**src/rtl/uart_tx_arbiter.sv**
```systemverilog
// uart_tx_arbiter: round-robin arbiter draining two per-hart byte FIFOs into one UART emitter
module uart_tx_arbiter #(
    parameter int DEPTH        = 4,
    parameter int LINE_LOCK    = 1,
    parameter int LOCK_TIMEOUT = 255
) (
    input  logic       clk,
    input  logic       reset,
    input  logic       a_wr,
    input  logic [7:0] a_data,
    output logic       a_full,
    input  logic       b_wr,
    input  logic [7:0] b_data,
    output logic       b_full,
    output logic       uart_valid,
    output logic [7:0] uart_data,
    input  logic       uart_ready,
    output logic       grant
);
    localparam int AW = $clog2(DEPTH);
    localparam logic [AW:0] FULL = (AW+1)'(DEPTH);

    typedef enum logic [1:0] {IDLE, SEND, HOLD} state_t;

    state_t        state;
    logic          last;
    logic [15:0]   cnt;
    logic [7:0]    a_mem [DEPTH];
    logic [7:0]    b_mem [DEPTH];
    logic [AW-1:0] a_rd, a_wp, b_rd, b_wp;
    logic [AW:0]   a_cnt, b_cnt;
    logic          a_ne, b_ne, sel_b, own_ne, rel, pop_own;
    logic          a_pop, b_pop, a_push, b_push;
    logic [7:0]    own_head, sel_head;

    assign a_full = a_cnt == FULL;
    assign b_full = b_cnt == FULL;

    // Owner selection and pop/push decisions shared by the FIFOs and the FSM
    always_comb begin
        a_ne     = |a_cnt;
        b_ne     = |b_cnt;
        sel_b    = b_ne && (!a_ne || !last);
        own_ne   = grant ? b_ne : a_ne;
        own_head = grant ? b_mem[b_rd] : a_mem[a_rd];
        sel_head = sel_b ? b_mem[b_rd] : a_mem[a_rd];
        rel      = LINE_LOCK == 0 || uart_data == 8'h0A;
        pop_own  = own_ne && ((state == SEND && uart_ready && !rel) || state == HOLD);
        a_pop    = (state == IDLE && a_ne && !sel_b) || (pop_own && !grant);
        b_pop    = (state == IDLE && sel_b) || (pop_own && grant);
        a_push   = a_wr && !a_full;
        b_push   = b_wr && !b_full;
    end

    // FIFO storage; pointers alone define occupancy so the array needs no reset
    always_ff @(posedge clk) begin
        if (a_push) a_mem[a_wp] <= a_data;
        if (b_push) b_mem[b_wp] <= b_data;
    end

    // FIFO pointers and counts; full is judged before any same-edge pop
    always_ff @(posedge clk or posedge reset) begin
        if (reset) begin
            a_rd  <= '0;
            a_wp  <= '0;
            a_cnt <= '0;
            b_rd  <= '0;
            b_wp  <= '0;
            b_cnt <= '0;
        end else begin
            a_rd  <= a_rd + AW'(a_pop);
            a_wp  <= a_wp + AW'(a_push);
            a_cnt <= a_cnt + (AW+1)'(a_push) - (AW+1)'(a_pop);
            b_rd  <= b_rd + AW'(b_pop);
            b_wp  <= b_wp + AW'(b_push);
            b_cnt <= b_cnt + (AW+1)'(b_push) - (AW+1)'(b_pop);
        end
    end

    // Arbitration FSM with registered emitter outputs and line-lock timeout
    always_ff @(posedge clk or posedge reset) begin
        if (reset) begin
            state      <= IDLE;
            last       <= 1'b1;
            cnt        <= '0;
            grant      <= 1'b0;
            uart_valid <= 1'b0;
            uart_data  <= 8'h00;
        end else begin
            case (state)
                IDLE: if (a_ne || b_ne) begin
                    grant      <= sel_b;
                    uart_data  <= sel_head;
                    uart_valid <= 1'b1;
                    state      <= SEND;
                end
                SEND: if (uart_ready) begin
                    if (rel) begin
                        last       <= grant;
                        uart_valid <= 1'b0;
                        state      <= IDLE;
                    end else if (own_ne) begin
                        uart_data <= own_head;
                    end else begin
                        uart_valid <= 1'b0;
                        cnt        <= '0;
                        state      <= HOLD;
                    end
                end
                HOLD: if (own_ne) begin
                    uart_data  <= own_head;
                    uart_valid <= 1'b1;
                    cnt        <= '0;
                    state      <= SEND;
                end else begin
                    cnt <= (cnt == 16'(LOCK_TIMEOUT)) ? cnt : cnt + 16'd1;
                    if (cnt == 16'(LOCK_TIMEOUT - 1)) begin
                        last  <= grant;
                        state <= IDLE;
                    end
                end
                default: state <= IDLE;
            endcase
        end
    end
endmodule

```
**config.mk**
```make
export PLATFORM = sky130hd
export DESIGN_NAME = uart_tx_arbiter
export DESIGN_NICKNAME = d
export VERILOG_FILES = /design/src/rtl/uart_tx_arbiter.sv
export SDC_FILE = /design/constraint.sdc
export NUM_CORES = 1
export LEC_CHECK = 0
export BUFFER_PORTS_ARGS = -buffer_cell sky130_fd_sc_hd__clkbuf_2
export CAP_MARGIN = 0
export CORE_ASPECT_RATIO = 1.1
export CORE_MARGIN = 1
export CORE_UTILIZATION = 60
export CTS_CLUSTER_DIAMETER = 50
export DETAILED_ROUTE_END_ITERATION = 8
export PLACE_DENSITY = 0.82
export SYNTH_ARGS = -nofsm -noshare
export SYNTH_HDL_FRONTEND = slang
export SYNTH_SLANG_ARGS = --single-unit
```
**constraint.sdc**
```tcl
create_clock -name clk -period 3.35 [get_ports clk]
set_input_delay 0.335 -clock clk [delete_from_list [all_inputs] [get_ports clk]]
set_output_delay 0.335 -clock clk [all_outputs]
set_load 0.02 [all_outputs]
```
After elaboration in Yosys (flattened, before gate mapping). Memory sizes are Yosys's and may differ from the RTL's. Cells that the tools add are included.

$add $sub $neg: 9. Eq/ne operators: 18. Muxes and demuxes: 36. Reduce and logical (&&, ||, !) cells: 34.

Operator list (number): two-way mux 16 bit (5); two-way mux 8 bit (6); == test 16 x 8 -> 1 bit, second input constant (2); one-hot mux 16 bit (2 select lines) (1); one-hot mux 8 bit (3 select lines) (1); adder 16 x 1 -> 16 bit, second input constant (1); AND reduction 5 bit (3); two-way mux 1 bit (14); two-way mux 2 bit (6); inequality test 2 bit, second input constant (6); logical AND 1 bit (11); adder 2 x 1 -> 2 bit (4); == test 8 x 4 -> 1 bit, second input constant (1); AND reduction 4 bit (2); zero test 1 bit (7); adder 3 x 1 -> 3 bit (2); == test 3 bit, second input constant (2); inequality test 3 bit, second input constant (2); one-hot mux 2 bit (3 select lines) (1); OR reduction 3 bit (2); subtractor 3 x 1 -> 3 bit (2); logical OR 1 bit (5); inequality test 2 x 1 -> 1 bit, second input constant (2); inequality test 3 x 2 -> 1 bit, second input constant (1); other kinds (8) (8).

Register bits after elaboration: 43. Memory bits (writable): 64. Input port bits: 21. Logic and storage cells: 111. Memories kept: 2.

Memories: a_mem (depth 4, width 8, read ports 1, clocked after memory_dff 0, write ports 1, RTL line 28) `logic [7:0] a_mem [DEPTH];`; b_mem (depth 4, width 8, read ports 1, clocked after memory_dff 0, write ports 1, RTL line 29) `logic [7:0] b_mem [DEPTH];`.

Logic depth before layout (Yosys ltp).
Depth after elaboration: 8. Gate-level depth with buffers: 12. Mapped depth without buffers: 12.

Least setup slack after synthesis. OpenSTA, ideal clock, no wires.

Kind: reg-to-reg. Start: register state[1]. End: register a_cnt[2]. Setup time: 0.128 ns. Arrival: 2.541 ns. Slack: 0.681 ns. Cell stages (with the launch flop): 13. Path buffers: 0. Period minus slack after synthesis: 2.669 ns. Cell sequence: dfrtp_1 > inv_1 > ha_1 > a21boi_1 > a21oi_1 > o32ai_1 > ha_1 > inv_1 > ha_1 > inv_1 > fa_1 > xnor2_1 > xnor2_1.

Cells in the longest elaborated chain, start to end: 8. Elaborated cells on any way between the ends: 12. Those cells by class: add/sub (1); eq/ne (2); reduce/logical (9).

Ends and longest elaborated chain: start: declaration (RTL line 25) `state_t state;`; start signal: assignment (RTL line 83) `state <= IDLE;`; start signal: assignment (RTL line 95) `state <= SEND;`; start signal: assignment (RTL line 101) `state <= IDLE;`; == test 2 x 1 -> 1 bit (RTL line 48) `pop_own = own_ne && ((state == SEND && uart_ready && !rel) || state == HOLD);`; logical AND 1 bit (2 in series) (RTL line 48); logical OR 1 bit (RTL line 48); logical AND 1 bit (RTL line 48); logical AND 1 bit (RTL line 49) `a_pop = (state == IDLE && a_ne && !sel_b) || (pop_own && !grant);`; logical OR 1 bit * (RTL line 49); subtractor 3 x 1 -> 3 bit * (RTL line 73) `a_cnt <= a_cnt + (AW+1)'(a_push) - (AW+1)'(a_pop);`; end signal: assignment (RTL line 73); end: declaration (RTL line 31) `logic [AW:0] a_cnt, b_cnt;`.

Mark *: on every way between the ends. The rest lies on a longest branch, timed or not. A chain may end at the register's enable or synchronous reset.

Final worst setup path. Same ends and word-level chain as after synthesis.

==> flow_summary.ini <==
[layout]
area_growth_pct = 9.77
drive_above_1_share_pct = 22.4
diodes = 0
fin_area_um2 = 5300
fillers = 518
multiInputGateArea_um2 = 1690
regArea_um2 = 3000
nets = 421

[drt]
wire_per_inst_um = 17.6
wl_met3_um = 376
drc_errors = 0
wl_met2_um = 4190
drt_iter0_markers = 248
top_layer = met4
postRouteAntennaNets = 0
num_vias = 2873
wirelength_um = 8710
routed_via_density = 5.82
m1WireLength_um = 4050
dr.pass1.iters = 4

[die]
die_h_um = 96.1
fp.dieW_um = 87.5
io_pins = 33
fp.coreArea_um2 = 7640
row_count = 33
dieArea_um2 = 8410
start_util_pct = 63.2

[place]
place.port_buffers = 32
dp_hpwl_um = 6100
dpl_cell_area_um2 = 5090
gp_congestion = 0.876

[sta]
finalCriticalPeriod_ns = 2.93
finalCritPeriodShare_pct = 87.5
setup_violations = 0
hold_viol = 0
tightest_slew_ns = 1.04
grt_setup_unrepaired = no
clock.fmax_mhz = 341
fin_skew_ns = 0.0118
slew_violations = 0
final.setup.tns_ns = 0
timing.slew.headroom_pct = 30.2

[power_and_ir_drop]
ir_worst_vdd_mv = 0.549
intPower_mw = 2.76
power_frac_comb_pct = 34.5
p_sw_mw = 1.65
power_density_nw_per_um2 = 832
seqPwrFrac_pct = 47.4
total_leakage_power_nw = 2.10
power_mw = 4.41
power.share.switching_pct = 37.4
power.share.clock_pct = 18.1

[worst_setup_path]
start_kind = register
r2r_slack_ns = 0.42
end_kind = register
reg2regPathDepth = 12
crit_path_max_fanout = 5
worstSetupPathType = reg2reg
cp.arrival_ns = 3.19
crit_required_ns = 3.61

[global_route]
antenna_found_initial = 0
grtUsageTotal_pct = 22.6
grt_max_degree = 44
grt_pass1_wl_um = 13900
grt_pass1_vias = 2768
grt_overflow = 0

[synthesis]
post_synth.cell_area_avg_um2 = 13.9
syn_nets = 384
synth_edf_count = 64
async_flop_share_pct = 40.2
yosysSeqAreaShare_pct = 62.1
synthFlopType = edfxtp_1
syn_inst = 347
ys_warn_count = 0
syn-cell-area_um2 = 4830
ys_ff_latch = 107
synth_cell_types = 52

[min_path]
hold_class = in2async

[clocking]
clkSinkCount = 107
cts_root_buffer = clkbuf_8
htree_levels = 3
cts_buffer_depth = 2
clkTransAtPathRegs_ns = 0.11
postCtsHoldBufs = 0
cts_tree = built
cts_resized = 0
cts_buffers = 9
worstSkewPairLatency_ns = 0.38
postCtsSetupBuffers = 0

[flow_run]
maxCapViolations = 0

[outcome]
status = finished, final reports clean
[power by group through the flow]
stage          sequential [mW]  combinational (mW)  clock (mW)
5_1_grt                   2.14                1.68       0.862
2_1_floorplan             2.04                1.18           0
3_5_place_dp              2.13                1.53           0
3_3_place_gp              2.10                1.46           0
4_1_cts                   2.10                1.54       0.808
6_report                  2.09                1.52       0.799
[synth_stat cells, types with 2 or more instances]
cell type | number | area [µm²]
o31ai_1 | 6 | 45.0
and3_1 | 7 | 43.8
nor4_2 | 3 | 37.5
nor3_1 | 4 | 20.0
dfrtp_1 | 42 | 1050
buf_4 | 2 | 15.0
mux4_2 | 16 | 360
o21ai_1 | 8 | 40.0
nand3_1 | 11 | 55.1
ha_1 | 14 | 175
a21oi_1 | 10 | 50.1
edfxtp_1 | 64 | 1920
nor2_1 | 19 | 71.3
mux2_2 | 3 | 33.8
xor2_1 | 5 | 43.8
or3_1 | 3 | 18.8
nor4b_1 | 2 | 17.5
buf_2 | 2 | 10.0
nand4_1 | 3 | 18.8
buf_1 | 2 | 7.51
clkbuf_1 | 2 | 7.51
buf_6 | 2 | 22.5
xnor2_1 | 3 | 26.3
nand2_1 | 30 | 113
fa_1 | 2 | 40.0
inv_1 | 20 | 75.1
o21ai_0 | 26 | 130
mux2i_1 | 9 | 90.1
a31oi_1 | 4 | 25.0
[through the flow]
stage                     utilization [%]  hold WS [ns]  std cells  setup slack (ns)
after floorplan                         -         0.434        347             0.681
after global placement               66.6         0.463        478             0.512
after detailed placement             66.6         0.471        478             0.425
after CTS                            69.4        0.0746        494             0.379
after global routing                 69.4         0.125        494             0.223
final                                69.4        0.0535        494             0.417
[path summary, 6_finish.rpt]
path,from,end
max in group asynchronous,reset,grant
hold / removal,reset,uart_data[1]
setup / recovery,state[1],a_cnt[2]
hold reg to reg,cnt[15],cnt[15]
min in group clk,a_data[4],a_mem[0][4]
setup reg to reg,state[1],a_cnt[2]
[flip-flops by register name (all words and copies together), names as in the netlist]
| signal | flops |
|---|---|
| b_wp | 2 |
| a_cnt | 3 |
| uart_data | 8 |
| b_mem | 32 |
| b_rd | 2 |
| a_mem | 32 |
| cnt | 16 |
| state | 2 |
| grant | 1 |
| uart_valid | 1 |
| b_cnt | 3 |
| a_wp | 2 |
| last | 1 |
| a_rd | 2 |
[layout by cell type (no fill, tap or decap), types with 4 or more instances in the layout]
| cell | n |
|---|---|
| o21ai_0 | 26 |
| mux2i_1 | 9 |
| nand2_1 | 30 |
| mux4_2 | 16 |
| dfrtp_1 | 42 |
| edfxtp_1 | 64 |
| ha_1 | 14 |
| buf_4 | 4 |
| a21oi_1 | 10 |
| o21ai_1 | 8 |
| a31oi_1 | 4 |
| nand3_1 | 11 |
| nor3_1 | 4 |
| clkbuf_2 | 32 |
| inv_1 | 19 |
| clkbuf_8 | 9 |
| nor2_1 | 19 |
| o31ai_1 | 6 |
| xor2_1 | 5 |
| and3_1 | 7 |
[logic make-up after synthesis]
group / share of synthesized area [%]
compound gates: 8.42
xor+xnor: 1.45
fa+ha+maj: 4.46
buf+inv: 2.85
flops: 62.1
mux: 10.0
simple gates: 10.7
[critical path, stage by stage (launching register included)]
cell	delay, ns
dfrtp_1	0.43
inv_1	0.09
ha_1	0.22
a21boi_1	0.41
a21oi_1	0.17
o32ai_1	0.32
ha_1	0.29
inv_1	0.06
ha_1	0.13
inv_1	0.05
fa_1	0.37
xnor2_1	0.14
xnor2_1	0.13
[per-layer routing]
layer  up-vias  global-route usage [%]
met5         -                       0
met4         0                    6.42
met3         9                    5.32
met2        65                    36.1
met1      1415                    31.3
li1       1384                       -
[area by class of cell]
| class | count | area share, % |
|---|---|---|
| Sequential cell | 107 | 56.6 |
| Multi-Input combinational cell | 210 | 31.9 |
| Timing Repair Buffer | 36 | 3.59 |
| Tap cell | 105 | 2.48 |
| Clock buffer | 9 | 2.34 |
| Clock inverter | 7 | 1.68 |
| Inverter | 20 | 1.42 |
(Power assumes the default switching activity.)
